File: src/rtl/mem_pkg.sv
// Shared types for the unified memory port arbiter: FSM states, request
// sources and the default memory depth.
package mem_pkg;

  typedef enum logic [1:0] {
    IDLE   = 2'd0,
    ACCESS = 2'd1,
    DONE   = 2'd2
  } state_t;

  typedef enum logic {
    SRC_IF = 1'b0,
    SRC_D  = 1'b1
  } src_t;

  localparam int MEM_WORDS_DEFAULT = 1024;

endpackage

File: src/rtl/mem_port_arbiter.sv
// Arbitrates fetch and data requests onto one synchronous-write memory port.
// Optional MEM_PORT_ADDR_CHECK_EN adds an addr_err output and range checking.
module mem_port_arbiter
  import mem_pkg::*;
#(
  parameter int AW        = 32,
  parameter int MEM_WORDS = MEM_WORDS_DEFAULT
) (
  input  logic          clk,
  input  logic          rst_n,
  input  logic          if_req,
  input  logic [AW-1:0] if_addr,
  input  logic          d_req,
  input  logic          d_we,
  input  logic [AW-1:0] d_addr,
  input  logic [31:0]   d_wdata,
  output logic          if_ack,
  output logic          d_ack,
  output logic [31:0]   instr,
  output logic [31:0]   mdr,
`ifdef MEM_PORT_ADDR_CHECK_EN
  output logic          addr_err,
`endif
  output logic [AW-1:0] mem_addr,
  output logic [31:0]   mem_wdata,
  output logic          mem_we,
  input  logic [31:0]   mem_rdata,
  output logic          busy
);

`ifdef MEM_PORT_ADDR_CHECK_EN
  localparam bit CHECK_ON = 1'b1;
`else
  localparam bit CHECK_ON = 1'b0;
`endif
  localparam logic [AW:0] LIMIT = (AW+1)'(MEM_WORDS);

  state_t        state;
  src_t          r_src;
  logic [AW-1:0] r_addr;
  logic          r_we;
  logic [31:0]   r_wdata;
  logic          last_d;
  logic          grant_d;
  logic          addr_bad;

  // Data has priority, but yields once to a waiting fetch after a data grant.
  assign grant_d  = d_req && !(last_d && if_req);
  assign addr_bad = CHECK_ON && ({1'b0, r_addr} >= LIMIT);

  always_ff @(posedge clk or negedge rst_n) begin
    if (!rst_n) begin
      state    <= IDLE;
      r_src    <= SRC_IF;
      r_addr   <= '0;
      r_we     <= 1'b0;
      r_wdata  <= '0;
      last_d   <= 1'b0;
      if_ack   <= 1'b0;
      d_ack    <= 1'b0;
      instr    <= '0;
      mdr      <= '0;
`ifdef MEM_PORT_ADDR_CHECK_EN
      addr_err <= 1'b0;
`endif
    end else begin
      case (state)
        IDLE: begin
          if (d_req || if_req) begin
            r_src   <= grant_d ? SRC_D : SRC_IF;
            r_addr  <= grant_d ? d_addr : if_addr;
            r_we    <= grant_d && d_we;
            r_wdata <= grant_d ? d_wdata : 32'h0;
            last_d  <= grant_d;
            state   <= ACCESS;
          end
        end
        ACCESS: begin
          if (!r_we) begin
            if (r_src == SRC_IF) instr <= addr_bad ? 32'h0 : mem_rdata;
            else                 mdr   <= addr_bad ? 32'h0 : mem_rdata;
          end
          if_ack   <= (r_src == SRC_IF);
          d_ack    <= (r_src == SRC_D);
`ifdef MEM_PORT_ADDR_CHECK_EN
          addr_err <= addr_bad;
`endif
          state    <= DONE;
        end
        DONE: begin
          if_ack   <= 1'b0;
          d_ack    <= 1'b0;
`ifdef MEM_PORT_ADDR_CHECK_EN
          addr_err <= 1'b0;
`endif
          state    <= IDLE;
        end
        default: state <= IDLE;
      endcase
    end
  end

  // Port outputs decode the state register so an async reset drops mem_we at once.
  assign mem_addr  = (state == ACCESS) ? r_addr  : '0;
  assign mem_wdata = (state == ACCESS) ? r_wdata : '0;
  assign mem_we    = (state == ACCESS) && r_we && !addr_bad;
  assign busy      = (state != IDLE);

endmodule

File: config.mk
export PLATFORM = sky130hd
export DESIGN_NAME = mem_port_arbiter
export DESIGN_NICKNAME = d
export VERILOG_FILES = /design/src/rtl/mem_pkg.sv /design/src/rtl/mem_port_arbiter.sv
export SDC_FILE = /design/constraint.sdc
export NUM_CORES = 1
export LEC_CHECK = 0
export ABC_AREA = 1
export CAP_MARGIN = 0
export CORE_ASPECT_RATIO = 1.5
export CORE_MARGIN = 10
export CORE_UTILIZATION = 45
export DETAILED_ROUTE_END_ITERATION = 7
export PLACE_DENSITY = 0.84
export SYNTH_ARGS = -nofsm -noshare
export SYNTH_HDL_FRONTEND = slang
export SYNTH_SLANG_ARGS = --single-unit
File: constraint.sdc
create_clock -name clk -period 3.1 [get_ports clk]
set_input_delay 0.31 -clock clk [delete_from_list [all_inputs] [get_ports clk]]
set_output_delay 0.31 -clock clk [all_outputs]
set_load 0.01 [all_outputs]
==> key figures, run 1 <==
Synth
  • Mapped Avg Cell Area: 7.68 um2
  • Yosys top cell area share: 53.4%
  • Top cells by area, synth: dfrtp_1 (53%), nand2_1 (20%), inv_1 (10%)
  • Ys async rst share: 100%
  • Count leader, synth: nand2_1
  • Yosys reg bits: 134
  • EDFF count, synth: 0
  • Synth Cell Area: 6280 um2
  • Area leader, netlist: dfrtp_1
  • Syn Inst Count: 818
  • Count of cell types in the netlist: 20
  • Synth Warn #: 0
  • Net Count, Synth: 955
  • Most frequent cells after synthesis: nand2_1 (327), inv_1 (167), dfrtp_1 (134), nand3_1 (64), o21ai_1 (64)
  • Post-synth top flop: dfrtp_1
  • Share of the yosys chip area belonging to registers: 53.4%

Route
  • DR top layer: met4
  • Met2 wire length: 10.3 mm
  • Detailed Route WL: 19.8 mm
  • Met1 WL: 7.25 mm
  • Routed vias: 5773
  • DR iter-0 viols: 291
  • Met3 wire len: 1.87 mm
  • Vias per inst: 4.64
  • ANT nets after route: 0
  • Drt pass-1 iters: 4
  • DRC viols: 0
  • Avg WL per Cell: 15.9 um

Power and ir drop
  • Power density cells: 946 nW/um2
  • Static Leakage: 5.24 nW
  • Peak supply drop: 642 uV
  • Total power: 0.00905 W

Hold path
  • Hold Path Stages: 3
  • Hold Crit Class: in2reg
  • Hold endpoint: r_wdata[2]
  • Hold wc startpoint: d_wdata[2]

Clock network
  • Inserted Clock Buffers: 17
  • CTS tree: yes
  • CTS max path bufs: 2
  • CTS resizes: 0
  • CTS clk-pin slew, worst paths: 0.06 ns
  • Clk_lat worst skew: 0.41 ns
  • Clock sink total: 134
  • H-tree levels: 4
  • Setup bufs post-CTS: 0
  • Clock root buffer: clkbuf_16

STA
  • Slew margin rel.: 45.8%
  • Crit path time final: 2.68 ns
  • Setup_tns: 0 ns
  • RSZ-0062 raised after global routing: false
  • Worst Max-Slew Pin Slew: 0.811 ns
  • Final slew viol count: 0
  • Fin. Hold Viols: 0
  • Hold slack: 0.435 ns
  • Clock Skews: 0.00836 ns
  • Final period utilization: 86.4%
  • Max Fclk: 373 MHz
  • Final setup viols: 0

Job
  • Max-cap check violation count: 0

Critical path
  • Arr. time, crit path: 2.37 ns
  • Kind of launch point of the worst setup path: flop
  • Worst r2r src: state[1]
  • FF-to-FF setup slack: 1.03 ns
  • CP Capture Type: output port
  • Critical path launch point: state[1]
  • Crit-path max FO: 42
  • R2R depth: 6
  • CP Data Required Time: 2.79 ns
  • Crit Path Class: reg2out
  • R2R Path End: instr[2]

GRT
  • Global-route wire length before repair: 31.1 mm
  • Initial antenna violation count: 0
  • Pin count of the biggest net entering global routing: 69
  • Vias in the first global route: 5893
  • Gr usage total: 20.9%
  • Grt ovf: 0

Floorplan
  • Die Ht: 165 um
  • Initial core utilization: 46.2%
  • Core area: 13600 um2
  • Die X: 116 um
  • # rows: 52
  • # IOs: 265
  • Full die area: 19200 um2

Placement
  • Placed insts: 1212
  • Port bufs: 264
  • Post-DP HPWL: 14.9 mm
  • Routability cong.: 0.819

Layout
  • Fraction of layout cells with a size suffix above 1: 4.90%
  • # nets final: 1207
  • Post-route insts no fill: 1244
  • Layout area overhead: 52.3%

Run status
  • Status: finished, final reports clean
[cell families (layout without fill, tap and decap cells)]
group	Yosys count	after routing	synth area share (%)
and+or+nand+nor	398	398	25.8
buffers and inverters	213	476	14.4
DFF	134	134	53.4
AOI/OAI and AO/OA	69	69	5.54
adders and majority gates	4	4	0.797
other	0	1	0
[worst max path at each step]
| stage | to | slack [ns] | depth (start not counted) |
|---|---|---|---|
| after global routing | mem_addr[2] | 0.27 | 6 |
| after global placement | mem_addr[13] | 0.89 | 6 |
| final | mem_addr[2] | 0.42 | 6 |
| after detailed placement | mem_addr[15] | 0.82 | 6 |
| after floorplan | mem_addr[12] | 1.58 | 6 |
| after CTS | mem_addr[15] | 0.38 | 6 |
[stage by stage]
step / utilization [%] / area (um2) / setup slack (ns)
floorplan: - / 6280 / 1.58
global placement: 66.0 / 8980 / 0.890
detailed placement: 66.0 / 8980 / 0.819
CTS: 70.3 / 9560 / 0.380
global route: 70.3 / 9560 / 0.273
finish: 70.4 / 9570 / 0.421
[routing by layer]
layer  up-vias  track usage (%)
met4         0             6.85
li1       2914                -
met1      2636             22.3
met5         -                0
met3        25             9.44
met2       198             35.9
[worst max-delay path: stages, from the launching register on]
cell and delay, ns:
dfrtp_1 0.37, inv_1 0.12, ha_2 0.51, buf_12 0.27
nand2_1 0.07, inv_1 0.05, clkdlybuf4s50_1 0.55
[state kept, by name, summed over array words and instances, names as in the netlist]
signal   flops
r_addr      32
if_ack       1
mdr         32
instr       32
r_wdata     32
d_ack        1
r_we         1
state        2
r_src        1
[placed cells by master (no fill, tap or decap), types with 4 or more instances in the layout]
master	count
clkbuf_16	17
nand2_1	327
inv_2	4
clkdlybuf4s50_1	263
dfrtp_1	134
o21ai_1	64
inv_1	167
nand3_1	64
buf_4	7
[layout make-up]
cell class | instances | area, um2
clock inverters | 13 | 151
well taps | 162 | 203
inverters | 171 | 642
clock buffers | 17 | 425
multi-input cells | 471 | 2020
fillers | 1073 | 4030
repair buffers | 275 | 2770
diodes | 1 | 2.50
flip-flops and latches | 134 | 3350
[repair_timing]
action	in CTS	in global routing
hold buffers	1	0
hold endpoints to repair	67	0
setup endpoints to repair	0	0
[power by group]
part | switching [W] | internal, W | leakage [nW] | total [W]
Combinational | 0.00209 | 0.00195 | 3.30 | 0.00405
Sequential | 0.000465 | 0.00257 | 1.67 | 0.00304
Clock | 0.000773 | 0.00119 | 0.274 | 0.00196
No activity file was read; power rests on OpenSTA's default activity.
==> run 2, diff against run 1 <==
--- a/config.mk
+++ b/config.mk
@@ -11,6 +11,7 @@
 export CORE_MARGIN = 10
 export CORE_UTILIZATION = 45
 export DETAILED_ROUTE_END_ITERATION = 7
+export MAX_ROUTING_LAYER = met4
 export PLACE_DENSITY = 0.84
 export SYNTH_ARGS = -nofsm -noshare
 export SYNTH_HDL_FRONTEND = slang
==> key figures, run 2 (synthesis gave the netlist of run 1 again) <==
Run status
  • Status: finished, final reports clean

GRT
  • Initial antenna violation count: 0 (unchanged)
  • Met1 usage: 22.4% (+0.11 points)
  • Vias in the first global route: 5920 (+0.46%)
  • Met2 GRT Util: 36.0% (+0.10 points)
  • Grt ovf: 0 (unchanged)
  • Top Usage Layer GRT: met2
  • M3 GR Usage: 9.01% (-0.44 points)
  • Gr usage total: 21.5% (+0.57 points)
  • Global-route wire length before repair: 30.9 mm (-0.49%)
  • Pin count of the biggest net entering global routing: 69 (unchanged)

Route
  • Avg WL per Cell: 16.0 um (+0.34%)
  • Detailed Route WL: 19.9 mm (+0.34%)
  • DR iter-0 viols: 241 (-17%)
  • DRC viols: 0 (unchanged)
  • ANT nets after route: 0 (unchanged)
  • Vias per inst: 4.64 (about the same)
  • Drt pass-1 iters: 4 (unchanged)
  • Routed vias: 5769 (-0.069%)

Placement
  • Placed insts: 1212 (unchanged)
  • Post-DP HPWL: 14.9 mm (unchanged)
  • Routability cong.: 0.831 (+1.5%)
  • Port bufs: 264 (unchanged)

Critical path
  • FF-to-FF setup slack: 1.03 ns (about the same)
  • R2R depth: 6 (unchanged)
  • CP Data Required Time: 2.79 ns (about the same)
  • Arr. time, crit path: 2.37 ns (about the same)
  • R2R Path End: instr[2]
  • Worst r2r src: state[1]
  • Kind of launch point of the worst setup path: flop
  • CP Capture Type: output port
  • Crit-path max FO: 42 (unchanged)
  • Worst setup path endpoint: mem_addr[2]
  • Crit Path Class: reg2out
  • Critical path launch point: state[1]

STA
  • Final setup viols: 0 (unchanged)
  • Crit path time final: 2.68 ns (+0.00561 ns)
  • Final period utilization: 86.6% (+0.18 points)
  • Max Fclk: 372 MHz (-0.21%)
  • Setup_tns: 0 ns (unchanged)
  • Clock Skews: 0.00979 ns (+0.00143 ns)
  • Fin. Hold Viols: 0 (unchanged)
  • RSZ-0062 raised after global routing: false
  • Hold slack: 0.433 ns (-0.00185 ns)
  • Slew margin rel.: 45.8% (-0.053 points)
  • Final slew viol count: 0 (unchanged)
  • Worst Max-Slew Pin Slew: 0.812 ns (+0.000794 ns)

Layout
  • # nets final: 1207 (unchanged)
  • Most frequent cells in the layout: nand2_1 (327), clkdlybuf4s50_1 (263), inv_1 (167), dfrtp_1 (134)
  • Post-route insts no fill: 1244 (unchanged)
  • Final Core Density: 70.4% (unchanged)
  • Commonest non-fill, non-tap cell in the layout: nand2_1
  • Fraction of layout cells with a size suffix above 1: 4.90% (unchanged)
  • Fill cells: 1073 (unchanged)
  • Layout area overhead: 52.3% (unchanged)

Clock network
  • CTS max path bufs: 2 (unchanged)
  • CTS clk-pin slew, worst paths: 0.06 ns (about the same)
  • Inserted Clock Buffers: 17 (unchanged)
  • H-tree levels: 4 (unchanged)
  • Clock sink total: 134 (unchanged)
  • CTS tree: yes
  • Setup bufs post-CTS: 0 (unchanged)
  • Clk_lat worst skew: 0.41 ns (about the same)
  • Clock root buffer: clkbuf_16

Floorplan
  • Core area: 13600 um2 (unchanged)
  • # IOs: 265 (unchanged)
  • Die Ht: 165 um (unchanged)
  • Full die area: 19200 um2 (unchanged)
  • Die X: 116 um (unchanged)
  • # rows: 52 (unchanged)
  • Initial core utilization: 46.2% (unchanged)

Hold path
  • Hold Crit Class: in2reg
  • Hold Path Stages: 3 (unchanged)

Power and ir drop
  • Power density cells: 946 nW/um2 (about the same)
  • Static Leakage: 5.24 nW (unchanged)
  • Total power: 0.00905 W (about the same)
  • Peak supply drop: 642 uV (about the same)

Job
  • Max-cap check violation count: 0 (unchanged)
-- run 2: worst max-delay path, cell delays in order (launching register included) --
cell and delay, ns:
dfrtp_1 0.37, inv_1 0.12, ha_2 0.51, buf_12 0.27, nand2_1 0.07, inv_1 0.05, clkdlybuf4s50_1 0.55
-- run 2: through the flow --
| stage | instance area [um2] | worst slack [ns] |
|---|---|---|
| 6_report | 9570 | 0.415 |
| 5_1_grt | 9560 | 0.273 |
| 4_1_cts | 9560 | 0.380 |
| 3_5_place_dp | 8980 | 0.819 |
| 3_3_place_gp | 8980 | 0.890 |
| 2_1_floorplan | 6280 | 1.58 |
-- run 2: worst min-delay path by stage --
stage                           from         end  slack (ns)
after global routing      d_wdata[2]  r_wdata[2]        0.42
after floorplan                rst_n       d_ack        0.01
after CTS                 d_wdata[2]  r_wdata[2]        0.42
after detailed placement       rst_n     mdr[25]        0.34
final                     d_wdata[2]  r_wdata[2]        0.43
after global placement         rst_n   instr[27]        0.34
-- run 2: where the power goes --
| part | internal (W) | leakage (nW) | switching, W |
|---|---|---|---|
| sequential | 0.00257 | 1.67 | 0.000467 |
| combinational | 0.00195 | 3.30 | 0.00209 |
| clock | 0.00119 | 0.274 | 0.000775 |
-- run 2: cell type report --
class | instances | area [um2] | area share [%]
clock inverters | 13 | 151 | 1.58
well taps | 162 | 203 | 2.12
inverters | 171 | 642 | 6.71
repair buffers | 275 | 2770 | 28.9
multi-input cells | 471 | 2020 | 21.1
flip-flops and latches | 134 | 3350 | 35.1
clock buffers | 17 | 425 | 4.45
diodes | 1 | 2.50 | 0.0262
-- run 2: what timing repair did --
action / CTS / global route
gates resized for setup: 0 / 0
hold buffers: 1 / 0
endpoints found under the hold margin: 67 / 0
-- run 2: per-layer routing --
layer,wire [um],up-vias
met1,7440,2633
met4,325,0
li1,-,2909
met5,0,-
met2,10300,205
met3,1740,22
==> run 3, diff against run 2 <==
--- a/config.mk
+++ b/config.mk
@@ -5,14 +5,14 @@
 export SDC_FILE = /design/constraint.sdc
 export NUM_CORES = 1
 export LEC_CHECK = 0
-export ABC_AREA = 1
 export CAP_MARGIN = 0
 export CORE_ASPECT_RATIO = 1.5
 export CORE_MARGIN = 10
 export CORE_UTILIZATION = 45
 export DETAILED_ROUTE_END_ITERATION = 7
 export MAX_ROUTING_LAYER = met4
-export PLACE_DENSITY = 0.84
+export PLACE_DENSITY = 0.86
+export SLEW_MARGIN = 40
 export SYNTH_ARGS = -nofsm -noshare
 export SYNTH_HDL_FRONTEND = slang
 export SYNTH_SLANG_ARGS = --single-unit
==> key figures, run 3 <==
Run status
  • Status: finished, final reports clean

Synth
  • Most frequent cells after synthesis: dfrtp_1 (134), and2_1 (65), a21oi_1 (64), mux2_2 (63), nor2_1 (34)
  • Area leader, netlist: dfrtp_1
  • Ys async rst share: 100% (unchanged)
  • Count of cell types in the netlist: 27 (+35%)
  • Synth Cell Area: 5730 um2 (-8.7%)
  • Mapped Avg Cell Area: 11.9 um2 (+55%)
  • Count leader, synth: dfrtp_1
  • EDFF count, synth: 0 (unchanged)
  • Yosys top cell area share: 58.5% (+5.1 points)
  • Post-synth top flop: dfrtp_1
  • Syn Inst Count: 482 (-41%)
  • Top cells by area, synth: dfrtp_1 (58%), mux2_2 (12%), and2_1 (7.1%)
  • Share of the yosys chip area belonging to registers: 58.5% (+5.1 points)
  • Net Count, Synth: 619 (-35%)
  • Yosys reg bits: 134 (unchanged)
  • Synth Warn #: 0 (unchanged)

Critical path
  • Delay of the slowest critical-path stage: 0.58 ns (+0.03 ns)
  • Kind of launch point of the worst setup path: flop
  • CP Capture Type: output port
  • Crit-path cells: inv_1, ha_1, buf_4, and2_1, clkdlybuf4s50_1
  • Arr. time, crit path: 2.17 ns (-0.20 ns)
  • Crit-path max FO: 38 (-9.5%)
  • CP Data Required Time: 2.79 ns (about the same)
  • Critical path's slowest cell: clkdlybuf4s50_1
  • Critical path's top delay family: buffers and inverters
  • Crit Path Class: reg2out
  • Buf/Inv on CP: 3 (-1)

Route
  • Met1 WL: 6.74 mm (-9.5%)
  • Met2 wire length: 9.51 mm (-8.0%)
  • Met3 wire len: 1.26 mm (-28%)
  • Detailed Route WL: 18.3 mm (-8.1%)
  • DR iter-0 viols: 204 (-15%)
  • DR top layer: met4
  • DRC viols: 0 (unchanged)
  • Avg WL per Cell: 20.0 um (+25%)
  • Vias per inst: 5.21 (+12%)
  • Routed vias: 4754 (-18%)
  • Drt pass-1 iters: 4 (unchanged)
  • ANT nets after route: 0 (unchanged)

STA
  • RSZ-0062 raised after global routing: false
  • Crit path time final: 2.48 ns (-0.203 ns)
  • Fin. Hold Viols: 0 (unchanged)
  • Max Fclk: 403 MHz (+8.2%)
  • Final period utilization: 80.1% (-6.6 points)
  • Final setup viols: 0 (unchanged)
  • Hold slack: 0.380 ns (-0.0528 ns)
  • Clock Skews: 0.0103 ns (+0.000467 ns)
  • Worst Max-Slew Pin Slew: 0.788 ns (-0.0233 ns)
  • Setup_tns: 0 ns (unchanged)
  • Final slew viol count: 0 (unchanged)
  • Slew margin rel.: 47.4% (+1.7 points)

Placement
  • Post-DP HPWL: 13.8 mm (-7.2%)
  • Routability cong.: 0.858 (+3.3%)
  • Port bufs: 264 (unchanged)

Clock network
  • Setup bufs post-CTS: 0 (unchanged)
  • Clk_lat worst skew: 0.41 ns (about the same)
  • CTS max path bufs: 2 (unchanged)
  • CTS clk-pin slew, worst paths: 0.07 ns (about the same)
  • CTS tree: yes
  • Clock sink total: 134 (unchanged)
  • Post-CTS Hold Buffers: 0 (-1)
  • Clock root buffer: clkbuf_16
  • Inserted Clock Buffers: 17 (unchanged)
  • H-tree levels: 4 (unchanged)
  • CTS resizes: 0 (unchanged)

GRT
  • Grt ovf: 0 (unchanged)
  • Vias in the first global route: 5241 (-11%)
  • Initial antenna violation count: 0 (unchanged)
  • Gr usage total: 20.4% (-1.1 points)
  • Pin count of the biggest net entering global routing: 120 (+74%)
  • Global-route wire length before repair: 28.1 mm (-9.2%)

Hold path
  • Hold Crit Class: in2async

Floorplan
  • # rows: 50 (-3.8%)
  • Core area: 12500 um2 (-8.0%)
  • Die Ht: 158 um (-3.9%)
  • Full die area: 17700 um2 (-7.5%)
  • Die X: 112 um (-3.7%)
  • # IOs: 265 (unchanged)
  • Initial core utilization: 45.8% (-0.36 points)

Power and ir drop
  • Peak supply drop: 501 uV (-22%)
  • Power density cells: 1060 nW/um2 (+12%)
  • Static Leakage: 3.90 nW (-26%)

Layout
  • # nets final: 881 (-27%)
  • Commonest non-fill, non-tap cell in the layout: clkdlybuf4s50_1
  • Fraction of layout cells with a size suffix above 1: 14.8% (+9.9 points)
  • Final Core Density: 73.2% (+2.8 points)
  • Layout area overhead: 59.6%
  • Antenna cell count: 0 (-1)
  • Most frequent cells in the layout: clkdlybuf4s50_1 (263), dfrtp_1 (134), and2_1 (65), a21oi_1 (64), mux2_2 (63)

Job
  • Max-cap check violation count: 0 (unchanged)
[run 3: metal layers]
metal  track usage [%]  up-vias
li1                  -     2177
met1              21.7     2284
met2              33.9      240
met3              6.52       53
met4              9.70        0
met5                 -        -
[run 3: final timing paths]
path                       cells past startpoint          end  slack, ns        start
min                                            2       mdr[3]       0.38        rst_n
max reg2reg                                    6   r_addr[28]       1.05     state[1]
min in group clk                               3   r_addr[14]       0.44  if_addr[14]
max in group asynchronous                      4    r_addr[8]       1.77        rst_n
min reg2reg                                    1  r_wdata[27]       0.50  r_wdata[27]
max                                            5  mem_addr[2]       0.62     state[1]
[run 3: layout make-up]
| cell class | instances | area, um2 |
|---|---|---|
| Tap cell | 156 | 195 |
| Clock inverter | 15 | 218 |
| Fill cell | 845 | 3360 |
| Multi-Input combinational cell | 310 | 2180 |
| Timing Repair Buffer | 277 | 2770 |
| Sequential cell | 134 | 3350 |
| Inverter | 4 | 15.0 |
| Clock buffer | 17 | 425 |
[run 3: logic make-up after synthesis]
family          after synthesis  share of synthesized area (%)
compound gates              105                           11.7
fa+ha+maj                     4                          0.873
buf+inv                      38                           3.71
flops                       134                           58.5
mux                          65                           12.8
simple gates                136                           12.4
[run 3: metrics by stage]
stage               power (W)  setup slack [ns]  instance area [um2]  cells
floorplan             0.00527              1.53                 5730    482
global placement      0.00736             0.940                 8470    879
detailed placement    0.00754             0.837                 8470    879
CTS                   0.00976             0.600                 9110    911
global route           0.0102             0.509                 9150    913
finish                0.00967             0.618                 9150    913
[run 3: worst reg2reg max path, delay by kind of cell (launching register included)]
family          cells  cell delay (ns)
compound gates      2             0.82
fa+ha+maj           1             0.27
buf+inv             2             0.43
flops               1             0.39
simple gates        1             0.06
[run 3: power breakdown]
group          switching, W  total, W  internal [W]
registers          0.000495   0.00313       0.00264
clock network      0.000798   0.00217       0.00137
logic               0.00191   0.00437       0.00246
total               0.00320   0.00967       0.00647
